$ cat src/rtl/knn_pkg.sv
// Shared types and default sizes for the KNN class voter.
// Optional build macro: KNN_VOTER_TIE_NEAREST_EN.
package knn_pkg;

  localparam int KNN_K           = 5;
  localparam int KNN_NUM_CLASSES = 2;

  typedef enum logic [1:0] {
    IDLE,
    ACCUM,
    RESOLVE,
    DONE
  } voter_state_t;

endpackage

$ cat src/rtl/knn_vote_counter.sv
// Per-class vote counters with clear and increment-by-index.
// KNN_VOTER_TIE_NEAREST_EN adds a first-vote rank store per class.
module knn_vote_counter
  import knn_pkg::*;
#(
  parameter int K           = KNN_K,
  parameter int NUM_CLASSES = KNN_NUM_CLASSES,
  parameter int LABEL_W     = 1,
  parameter int CNT_W       = 3
) (
  input  logic                                 clk_i,
  input  logic                                 rst_i,
  input  logic                                 clr_i,
  input  logic                                 inc_i,
  input  logic [LABEL_W-1:0]                   idx_i,
`ifdef KNN_VOTER_TIE_NEAREST_EN
  input  logic [CNT_W-1:0]                     rank_i,
  output logic [NUM_CLASSES-1:0][CNT_W-1:0]    first_o,
`endif
  output logic [NUM_CLASSES-1:0][CNT_W-1:0]    cnt_o
);

  localparam logic [CNT_W-1:0] RANK_NONE = CNT_W'(K);

  logic [NUM_CLASSES-1:0][CNT_W-1:0] cnt_q, cnt_d;

  // Next counts: clear wins; out-of-range labels match no class.
  always_comb begin
    cnt_d = cnt_q;
    for (int c = 0; c < NUM_CLASSES; c++) begin
      if (clr_i) begin
        cnt_d[c] = '0;
      end else if (inc_i && idx_i == LABEL_W'(c)) begin
        cnt_d[c] = cnt_q[c] + CNT_W'(1);
      end
    end
  end

  // Count registers.
  always_ff @(posedge clk_i or posedge rst_i) begin
    if (rst_i) cnt_q <= '0;
    else       cnt_q <= cnt_d;
  end

  assign cnt_o = cnt_q;

`ifdef KNN_VOTER_TIE_NEAREST_EN
  logic [NUM_CLASSES-1:0][CNT_W-1:0] first_q, first_d;

  // Capture the rank of each class's first vote only.
  always_comb begin
    first_d = first_q;
    for (int c = 0; c < NUM_CLASSES; c++) begin
      if (clr_i) begin
        first_d[c] = RANK_NONE;
      end else if (inc_i && idx_i == LABEL_W'(c) &&
                   first_q[c] == RANK_NONE) begin
        first_d[c] = rank_i;
      end
    end
  end

  // First-rank registers, "none" encoded as K.
  always_ff @(posedge clk_i or posedge rst_i) begin
    if (rst_i) begin
      for (int c = 0; c < NUM_CLASSES; c++) first_q[c] <= RANK_NONE;
    end else begin
      first_q <= first_d;
    end
  end

  assign first_o = first_q;
`endif

endmodule

$ cat src/rtl/knn_class_voter.sv
// K-neighbour majority voter: accumulate labels, scan counts, hold winner.
// Optional build macro: KNN_VOTER_TIE_NEAREST_EN (ties go to nearest vote).
module knn_class_voter
  import knn_pkg::*;
#(
  parameter  int K           = KNN_K,
  parameter  int NUM_CLASSES = KNN_NUM_CLASSES,
  localparam int LABEL_W     = $clog2(NUM_CLASSES),
  localparam int CNT_W       = $clog2(K + 1)
) (
  input  logic               i_clk,
  input  logic               i_rst,
  input  logic               i_start,
  input  logic               i_label_valid,
  input  logic [LABEL_W-1:0] i_label,
  output logic               o_label_ready,
  output logic               o_result_valid,
  output logic [LABEL_W-1:0] o_result_class,
  input  logic               i_result_ready,
  output logic               o_busy
);

  voter_state_t state_q, state_d;
  logic [CNT_W-1:0]   rank_q, rank_d;
  logic [LABEL_W-1:0] idx_q, idx_d;
  logic [LABEL_W-1:0] best_cls_q, best_cls_d;
  logic [CNT_W-1:0]   best_cnt_q, best_cnt_d;

  logic [NUM_CLASSES-1:0][CNT_W-1:0] cnt;
  logic [CNT_W-1:0] cur_cnt;
  logic             accept;
  logic             hs;
  logic             better;

  assign accept  = (state_q == ACCUM) && i_label_valid;
  assign hs      = (state_q == DONE) && i_result_ready;
  assign cur_cnt = cnt[idx_q];

`ifdef KNN_VOTER_TIE_NEAREST_EN
  logic [NUM_CLASSES-1:0][CNT_W-1:0] first;
  logic [CNT_W-1:0] best_rank_q, best_rank_d;
  logic [CNT_W-1:0] cur_first;

  assign cur_first = first[idx_q];
  assign better = (cur_cnt > best_cnt_q) ||
                  (cur_cnt == best_cnt_q && cur_cnt != '0 &&
                   cur_first < best_rank_q);
`else
  assign better = cur_cnt > best_cnt_q;
`endif

  knn_vote_counter #(
    .K           (K),
    .NUM_CLASSES (NUM_CLASSES),
    .LABEL_W     (LABEL_W),
    .CNT_W       (CNT_W)
  ) u_cnt (
    .clk_i   (i_clk),
    .rst_i   (i_rst),
    .clr_i   (hs),
    .inc_i   (accept),
    .idx_i   (i_label),
`ifdef KNN_VOTER_TIE_NEAREST_EN
    .rank_i  (rank_q),
    .first_o (first),
`endif
    .cnt_o   (cnt)
  );

  // FSM next state, rank/scan progress and best-class tracking.
  always_comb begin
    state_d    = state_q;
    rank_d     = rank_q;
    idx_d      = idx_q;
    best_cls_d = best_cls_q;
    best_cnt_d = best_cnt_q;
`ifdef KNN_VOTER_TIE_NEAREST_EN
    best_rank_d = best_rank_q;
`endif
    unique case (state_q)
      IDLE: begin
        if (i_start) state_d = ACCUM;
      end
      ACCUM: begin
        if (accept) begin
          rank_d = rank_q + CNT_W'(1);
          if (rank_q == CNT_W'(K - 1)) state_d = RESOLVE;
        end
      end
      RESOLVE: begin
        if (better) begin
          best_cls_d = idx_q;
          best_cnt_d = cur_cnt;
`ifdef KNN_VOTER_TIE_NEAREST_EN
          best_rank_d = cur_first;
`endif
        end
        if (idx_q == LABEL_W'(NUM_CLASSES - 1)) state_d = DONE;
        else idx_d = idx_q + LABEL_W'(1);
      end
      DONE: begin
        if (i_result_ready) begin
          state_d    = IDLE;
          rank_d     = '0;
          idx_d      = '0;
          best_cls_d = '0;
          best_cnt_d = '0;
`ifdef KNN_VOTER_TIE_NEAREST_EN
          best_rank_d = CNT_W'(K);
`endif
        end
      end
      default: state_d = IDLE;
    endcase
  end

  // Control and tracking registers.
  always_ff @(posedge i_clk or posedge i_rst) begin
    if (i_rst) begin
      state_q    <= IDLE;
      rank_q     <= '0;
      idx_q      <= '0;
      best_cls_q <= '0;
      best_cnt_q <= '0;
`ifdef KNN_VOTER_TIE_NEAREST_EN
      best_rank_q <= CNT_W'(K);
`endif
    end else begin
      state_q    <= state_d;
      rank_q     <= rank_d;
      idx_q      <= idx_d;
      best_cls_q <= best_cls_d;
      best_cnt_q <= best_cnt_d;
`ifdef KNN_VOTER_TIE_NEAREST_EN
      best_rank_q <= best_rank_d;
`endif
    end
  end

  assign o_label_ready  = (state_q == ACCUM);
  assign o_result_valid = (state_q == DONE);
  assign o_result_class = best_cls_q;
  assign o_busy         = (state_q != IDLE);

endmodule

$ cat config.mk
export PLATFORM = sky130hd
export DESIGN_NAME = knn_class_voter
export DESIGN_NICKNAME = d
export VERILOG_FILES = /design/src/rtl/knn_pkg.sv /design/src/rtl/knn_vote_counter.sv /design/src/rtl/knn_class_voter.sv
export SDC_FILE = /design/constraint.sdc
export NUM_CORES = 1
export LEC_CHECK = 0
export BUFFER_PORTS_ARGS = -buffer_cell sky130_fd_sc_hd__buf_2
export CORE_MARGIN = 2
export CORE_UTILIZATION = 35
export CTS_CLUSTER_SIZE = 14
export DETAILED_ROUTE_END_ITERATION = 7
export SYNTH_ARGS = -nofsm -noshare
export SYNTH_HDL_FRONTEND = slang
export SYNTH_SLANG_ARGS = --single-unit
$ cat constraint.sdc
create_clock -name i_clk -period 4.6 [get_ports i_clk]
set_clock_uncertainty 0.2 [all_clocks]
set_input_delay 0.23 -clock i_clk [delete_from_list [all_inputs] [get_ports i_clk]]
set_output_delay 0.23 -clock i_clk [all_outputs]
set_load 0.01 [all_outputs]
==> results of run 1 <==
## how the worst max path moves through the flow
stage | from | to | cells past startpoint
final | idx_q$_DFFE_PP0P_ | best_cnt_q[1]$_DFFE_PP0P_ | 6
after global routing | idx_q$_DFFE_PP0P_ | best_cnt_q[1]$_DFFE_PP0P_ | 6
after CTS | idx_q$_DFFE_PP0P_ | best_cnt_q[1]$_DFFE_PP0P_ | 6
after detailed placement | idx_q$_DFFE_PP0P_ | best_cnt_q[1]$_DFFE_PP0P_ | 6
after global placement | idx_q$_DFFE_PP0P_ | best_cnt_q[2]$_DFFE_PP0P_ | 6
after floorplan | idx_q$_DFFE_PP0P_ | best_cnt_q[1]$_DFFE_PP0P_ | 6
## kinds of logic after synthesis
kind of cell / after synthesis / share of synthesized area, %
simple gates: 33 / 18.2
compound gates: 20 / 13.9
flops: 16 / 39.8
buf+inv: 13 / 5.72
fa+ha+maj: 11 / 13.7
mux: 5 / 5.22
xor+xnor: 4 / 3.48
## layout by cell type (no fill, tap or decap), drive strengths merged
| master | n |
|---|---|
| nand3 | 10 |
| nand4 | 1 |
| mux2i | 3 |
| clkbuf | 3 |
| dlygate4sd3 | 1 |
| a2111oi | 1 |
| and2b | 1 |
| a22o | 2 |
| a21o | 1 |
| a211oi | 1 |
| o21bai | 1 |
| a21oi | 1 |
| inv | 10 |
| ha | 11 |
| nand2 | 2 |
| dfrtp | 16 |
| and3b | 1 |
| nand3b | 2 |
| nand4b | 1 |
| nor2 | 9 |
| buf | 9 |
| o21a | 1 |
| xor2 | 4 |
| nor4bb | 1 |
| and2 | 1 |
| o21ai | 12 |
| nor2b | 4 |
| mux2 | 2 |
## worst max-delay path, delay by kind of cell, from the launching register on
| family | cells | cell delay [ps] |
|---|---|---|
| AO/OA/AOI/OAI | 3 | 610 |
| flip-flops | 1 | 490 |
| multiplexers | 1 | 380 |
| adder cells (fa/ha/maj) | 1 | 310 |
| AND/OR/NAND/NOR | 1 | 180 |
## final cells by class
class	count	area [µm²]	area share [%]
Sequential cell	16	400	36.3
Inverter	10	37.5	3.41
Timing Repair Buffer	10	55.1	4.99
Multi-Input combinational cell	73	548	49.7
Tap cell	31	38.8	3.52
Clock buffer	3	22.5	2.04
## metal layers
metal,part of all wire (%),global-route usage [%],wire [µm],vias to the layer above
met1,46,15.9,859,370
met2,53,21.8,989,6
met3,1.2,1.34,22,0
li1,-,-,-,374
met4,0,5.98,0,0
met5,0,0,0,-
## power by group through the flow
stage               clock [mW]  sequential (mW)  combinational [mW]
floorplan                    0            0.234               0.313
global route            0.0819            0.252               0.442
CTS                     0.0771            0.245               0.386
finish                  0.0742            0.244               0.386
detailed placement           0            0.248               0.382
global placement             0            0.245               0.369
## registers in the layout, indices dropped and copies added (netlist names)
register and flops:
state_q 2, o_result_class 1, best_cnt_q 3, u_cnt.cnt_o 6, rank_q 3, idx_q 1
==> results.rst, run 1 <==
.. list-table::
   :header-rows: 1

   * - Metric
     - Value
   * - Share of synthesized registers carrying an async set or reset
     - 100%
   * - Number of sinks handled by clock tree synthesis
     - 16
   * - Count of TritonRoute iterations in the first routing pass
     - 4
   * - Routed via count divided by cell count
     - approximately 5.2
   * - Number of buffers created by CTS
     - 3
   * - Fraction of synthesized cell area taken by the top area cell type
     - between 30 and 40%
   * - Number of gates resized after CTS
     - 0
   * - IO buf count
     - 9
   * - Overall die width
     - between 50 and 60 µm
   * - PnR Total Power
     - a little over 700 µW
   * - Total standard cell area after synthesis
     - 1010 µm²
   * - Total negative slack for setup checks
     - 0 ps
   * - Most common cell type on the critical path
     - sky130_fd_sc_hd__o21ai_0
   * - Maximum number of pins on one net before global-route repair
     - 17
   * - Die Span Y
     - 57.6 µm
   * - Final hold viol count
     - 0
   * - Cell breakdown of the critical path
     - mux2_2 > ha_1 > and3b_1 > o21ai_0 > a211oi_1 > o21ai_0
   * - Clk slew on worst S/H paths
     - 100 ps
   * - Total core area
     - roughly 2700 µm²
   * - Post-synthesis cell type with the largest combined area
     - sky130_fd_sc_hd__dfrtp_1
   * - Hold-fix buffer count after cts
     - 1
   * - Remaining routing DRC violations
     - 0
   * - # H-tree levels
     - 1
   * - Kind of end point of the critical path
     - flop
   * - Io pins
     - 10
   * - # placed instances
     - between 100 and 150
   * - Share of the core filled with cells
     - about two fifths
   * - Power per standard cell area
     - approximately 640 nW/µm²
   * - Count of inserted antenna diode cells
     - 0
   * - MaxCap Viol Count
     - 0
   * - Fin. max-slew vios
     - 0
   * - Number of library cell types mapped by synthesis
     - 30
   * - Grt ovf
     - 0
   * - Final routed wirelength across all metal layers
     - roughly 1900 µm
   * - Maximum clock frequency
     - 434 MHz
   * - Buffer type at the clock tree root
     - sky130_fd_sc_hd__clkbuf_4
   * - Crit path kind
     - flop to flop
   * - Vias in the first global route
     - around 770
   * - End of the worst register-to-register path
     - best_cnt_q[1]$_DFFE_PP0P_
   * - Fill cell total of the finished layout
     - 280
   * - Origin of the worst min-delay path
     - i_label
   * - Initial antenna violation count
     - 0
   * - Worst setup slack after placement
     - around 2300 ps
   * - Post-route minimum period
     - between 2000 and 2500 ps
   * - Hpwl dp
     - about 1500 µm
   * - Count of endpoints failing setup in the final report
     - 0
   * - Final worst slack
     - between 2000 and 2500 ps
   * - Share of the yosys chip area belonging to registers
     - about two fifths
   * - Transition at the pin with the smallest max-transition slack
     - about 630 ps
   * - Fin Hold WS
     - between 150 and 200 ps
   * - Via count of the routed design
     - between 700 and 800
   * - Library cell contributing the largest single delay on the critical path
     - sky130_fd_sc_hd__dfrtp_1
   * - Maximum VDD drop
     - ~0.25 mV
   * - Setup repair bufs after CTS
     - 0
   * - Worst reg-to-reg setup slack
     - around 2300 ps
   * - Cell count of the worst reg-to-reg path
     - 6
   * - Synth Register Bits
     - 16
   * - Effective utilization at floorplan
     - between 30 and 40%
   * - Maximum single-stage delay on the critical path
     - roughly 490 ps
   * - Final Non-Filler Cells
     - roughly 140
   * - Arrival time at the worst endpoint
     - 2260 ps
   * - Sw frac
     - between 40% and 50%
   * - Sw Pwr
     - ~310 µW
   * - Area added between synthesis and finish
     - 9.58%
   * - Most frequent cells after synthesis
     - 16 x sky130_fd_sc_hd__dfrtp_1, 11 x sky130_fd_sc_hd__ha_1, 10 x sky130_fd_sc_hd__inv_1, 10 x sky130_fd_sc_hd__nand3_1, 10 x sky130_fd_sc_hd__o21ai_0
   * - DRT antenna net count
     - 0
   * - Worst Hold Depth
     - 4
   * - Cells after Synth
     - 102
   * - Maximum fanout count along the critical path
     - 6
   * - Share of the cycle needed by the critical path after routing
     - between 50% and 60%
   * - Global-route wire length before repair
     - 3260 µm
   * - Type of element launching the critical path
     - flop
   * - Number of enable-type register cells in the synthesized netlist
     - 0
   * - Primary FF master, synth
     - sky130_fd_sc_hd__dfrtp_1
   * - Unrepaired setup endpoints after global routing
     - false
   * - Post-route standard cell area excluding fillers
     - roughly 1100 µm²
   * - Worst hold-check path type
     - input port to flop
   * - Startpoint of the most critical register-to-register path
     - idx_q$_DFFE_PP0P_
   * - Nets@finish
     - roughly 130
   * - Share of layout cells above drive strength 1
     - between 15 and 20%
   * - Pleak
     - between 0.5 and 0.6 nW
   * - Cell-internal power
     - just under 400 µW
   * - Remaining max-slew budget at the tightest pin
     - approximately three fifths
   * - Total track usage
     - about an eighth
   * - Most frequent cell after synthesis
     - sky130_fd_sc_hd__dfrtp_1
   * - Std-Cell Rows
     - 19
   * - Clock network fraction of total power
     - a little over a tenth
   * - Logic gate share of total power
     - 54.8%
   * - Sequential fraction of design power
     - 34.6%
   * - Mean cell area of the mapped netlist
     - roughly 9.9 µm²
   * - Number of nets produced by synthesis
     - around 120
   * - Worst Path Required
     - about 4600 ps
   * - Routed wirelength normalized by instance count
     - between 10 and 15 µm
   * - Standard cell area after detailed placement
     - approximately 1100 µm²
   * - Clock latency on the worst-skew pair
     - 280 ps
   * - Top cells by area, synth
     - sky130_fd_sc_hd__dfrtp_1 40%, sky130_fd_sc_hd__ha_1 14%, sky130_fd_sc_hd__nand3_1 5.0%, sky130_fd_sc_hd__o21ai_0 5.0%, sky130_fd_sc_hd__inv_1 3.7%
   * - Status
     - finished, final reports clean
   * - Total number of yosys warnings
     - 0
   * - TritonCTS clock tree
     - yes
   * - Deepest clock path buffer count
     - 2
   * - Endpoint of the worst hold-timing path
     - u_cnt.cnt_o[5]$_DFFE_PP0P_
   * - Number of DRC markers in iteration 0
     - 19
   * - Full die area
     - 3320 µm²
   * - Gp weighted congestion
     - around 0.76
No activity file was read; power rests on OpenSTA's default activity.
==> run 2, diff against run 1 <==
==> constraint.sdc (replaced) <==
create_clock -name i_clk -period 2.3 [get_ports i_clk]
set_clock_uncertainty 0.2 [all_clocks]
set_input_delay 0.115 -clock i_clk [delete_from_list [all_inputs] [get_ports i_clk]]
set_output_delay 0.115 -clock i_clk [all_outputs]
set_load 0.01 [all_outputs]
==> results.rst, run 2 (synthesis gave the netlist of run 1 again) <==
.. list-table::
   :header-rows: 1

   * - Metric
     - Value
   * - Final routed wirelength across all metal layers
     - 1920 µm (+2.8%)
   * - Total negative slack for setup checks
     - 0 ps (unchanged)
   * - Die Span Y
     - 57.6 µm (unchanged)
   * - IO buf count
     - 9 (unchanged)
   * - Count of TritonRoute iterations in the first routing pass
     - 4 (unchanged)
   * - Worst Path Required
     - 2280 ps (-2270 ps)
   * - Leading cell types in the layout, fill and taps excluded
     - 16 x sky130_fd_sc_hd__dfrtp_1, 11 x sky130_fd_sc_hd__ha_1, 10 x sky130_fd_sc_hd__inv_1, 10 x sky130_fd_sc_hd__nand3_1
   * - Pleak
     - 0.567 nW (+2.4%)
   * - Share of the cycle needed by the critical path after routing
     - 91.0% (+41 points)
   * - Setup repair bufs after CTS
     - 0 (unchanged)
   * - Io pins
     - 10 (unchanged)
   * - Full die area
     - 3320 µm² (unchanged)
   * - Origin of the worst min-delay path
     - i_label
   * - Final hold viol count
     - 0 (unchanged)
   * - Std-Cell Rows
     - 19 (unchanged)
   * - Effective utilization at floorplan
     - 36.8% (unchanged)
   * - # H-tree levels
     - 1 (unchanged)
   * - Maximum VDD drop
     - 0.583 mV (+130%)
   * - Maximum number of pins on one net before global-route repair
     - 17 (unchanged)
   * - Fill cell total of the finished layout
     - 272 (-2.9%)
   * - Count of inserted antenna diode cells
     - 0 (unchanged)
   * - Nets@finish
     - 132 (+0.76%)
   * - Via count of the routed design
     - 747 (-0.40%)
   * - Global-route wire length before repair
     - 3370 µm (+3.4%)
   * - End of the worst register-to-register path
     - best_cnt_q[2]$_DFFE_PP0P_
   * - Clock latency on the worst-skew pair
     - 290 ps (about the same)
   * - Status
     - finished, final reports clean
   * - Hpwl dp
     - 1490 µm (+2.1%)
   * - Arrival time at the worst endpoint
     - 2070 ps (-190 ps)
   * - Number of buffers created by CTS
     - 3 (unchanged)
   * - Number of sinks handled by clock tree synthesis
     - 16 (unchanged)
   * - TritonCTS clock tree
     - yes
   * - Routed wirelength normalized by instance count
     - 13.3 µm (+1.4%)
   * - Overall die width
     - 57.6 µm (unchanged)
   * - Fin Hold WS
     - 17.1 ps (-141 ps)
   * - Routed via count divided by cell count
     - 5.15 (-1.8%)
   * - Unrepaired setup endpoints after global routing
     - false
   * - DRT antenna net count
     - 0 (unchanged)
   * - Count of endpoints failing setup in the final report
     - 0 (unchanged)
   * - Transition at the pin with the smallest max-transition slack
     - 651 ps (+24.9 ps)
   * - Endpoint of the worst hold-timing path
     - u_cnt.cnt_o[5]$_DFFE_PP0P_
   * - Number of DRC markers in iteration 0
     - 23 (+4)
   * - MaxCap Viol Count
     - 0 (unchanged)
   * - Worst hold-check path type
     - input port to flop
   * - Most common cell after layout, fill and taps aside
     - sky130_fd_sc_hd__dfrtp_1
   * - Buffer type at the clock tree root
     - sky130_fd_sc_hd__clkbuf_4
   * - Crit path kind
     - flop to flop
   * - Maximum clock frequency
     - 478 MHz (+10%)
   * - Clk slew on worst S/H paths
     - 100 ps (about the same)
   * - Grt ovf
     - 0 (unchanged)
   * - Share of layout cells above drive strength 1
     - 17.5% (+2.4 points)
   * - Post-route minimum period
     - 2090 ps (-211 ps)
   * - Initial antenna violation count
     - 0 (unchanged)
   * - Maximum fanout count along the critical path
     - 4 (-2)
   * - Startpoint of the most critical register-to-register path
     - idx_q$_DFFE_PP0P_
   * - Area added between synthesis and finish
     - 12.2%
   * - Kind of end point of the critical path
     - flop
   * - Remaining max-slew budget at the tightest pin
     - 56.6% (-1.7 points)
   * - Number of flip-flops under the largest register name
     - 6 (unchanged)
   * - Total core area
     - 2730 µm² (unchanged)
   * - Power per standard cell area
     - 1310 nW/µm² (+110%)
   * - Total track usage
     - 13.3% (+0.64 points)
   * - Deepest clock path buffer count
     - 2 (unchanged)
   * - Worst Hold Depth
     - 4 (unchanged)
   * - Worst reg-to-reg setup slack
     - 210 ps (-2090 ps)
   * - Fin. max-slew vios
     - 0 (unchanged)
   * - Gp weighted congestion
     - 0.776 (+2.7%)
   * - Cell count of the worst reg-to-reg path
     - 6 (unchanged)
   * - Vias in the first global route
     - 751 (-2.8%)
   * - Remaining routing DRC violations
     - 0 (unchanged)
   * - Type of element launching the critical path
     - flop
run 2: cell types whose count changed in the layout (fill, tap and decap cells not counted), sizes merged:
| cell | previous run | this run |
|---|---|---|
| clkbuf | 3 | 4 |
| buf | 9 | 10 |
run 2: layer usage:
metal,share of wire [%],vias to the layer above,track usage (%)
met2,51,7,21.6
met1,47,359,17.4
met3,1.5,3,1.56
li1,-,378,-
met4,1.3,0,6.98
met5,0,-,0
run 2: power breakdown:
group / switching [mW] / internal [mW] / total, mW
logic: 0.453 / 0.354 / 0.808
clock network: 0.0967 / 0.0965 / 0.193
registers: 0.0885 / 0.392 / 0.481
total: 0.638 / 0.843 / 1.48
run 2: how the worst max path moves through the flow:
stage | start | end | slack [ps] | depth (start not counted)
3_3_place_gp | idx_q$_DFFE_PP0P_ | o_result_class$_DFFE_PP0P_ | 220 | 6
3_5_place_dp | idx_q$_DFFE_PP0P_ | best_cnt_q[2]$_DFFE_PP0P_ | 100 | 6
4_1_cts | idx_q$_DFFE_PP0P_ | best_cnt_q[2]$_DFFE_PP0P_ | 100 | 6
6_report | idx_q$_DFFE_PP0P_ | best_cnt_q[2]$_DFFE_PP0P_ | 210 | 6
5_1_grt | idx_q$_DFFE_PP0P_ | best_cnt_q[2]$_DFFE_PP0P_ | 70 | 6
2_1_floorplan | idx_q$_DFFE_PP0P_ | best_cnt_q[1]$_DFFE_PP0P_ | 230 | 6
run 2: area by class of cell:
cell class,count,area (µm²),area share [%]
Sequential cell,16,400,35.5
Inverter,10,37.5,3.33
Tap cell,31,38.8,3.44
Timing Repair Buffer,11,62.6,5.54
Multi-Input combinational cell,73,553,49.0
Clock buffer,4,36.3,3.22
run 2: through the flow:
| step | cells | power (mW) | util [%] | instance area [µm²] | worst slack [ps] |
|---|---|---|---|---|---|
| after global placement | 140 | 1.24 | 39.4 | 1080 | 217 |
| after CTS | 145 | 1.47 | 41.1 | 1120 | 104 |
| after floorplan | 102 | 1.09 | - | 1010 | 233 |
| after detailed placement | 140 | 1.27 | 39.4 | 1080 | 103 |
| final | 145 | 1.48 | 41.3 | 1130 | 207 |
| after global routing | 145 | 1.63 | 41.3 | 1130 | 70.4 |
run 2: timing repair:
| action | CTS | global route |
|---|---|---|
| setup endpoints to repair | 0 | 3 |
| hold endpoints to repair | 16 | 0 |
| hold buffers | 1 | 0 |
| gates resized for setup | 0 | 2 |
run 2: worst max-delay path: stages (launching register included):
cell and delay (ps):
sky130_fd_sc_hd__dfrtp_1 410, sky130_fd_sc_hd__mux2_2 370, sky130_fd_sc_hd__ha_1 310, sky130_fd_sc_hd__and3b_1 190, sky130_fd_sc_hd__o21ai_1 110, sky130_fd_sc_hd__a211oi_2 270
sky130_fd_sc_hd__o21ai_0 120
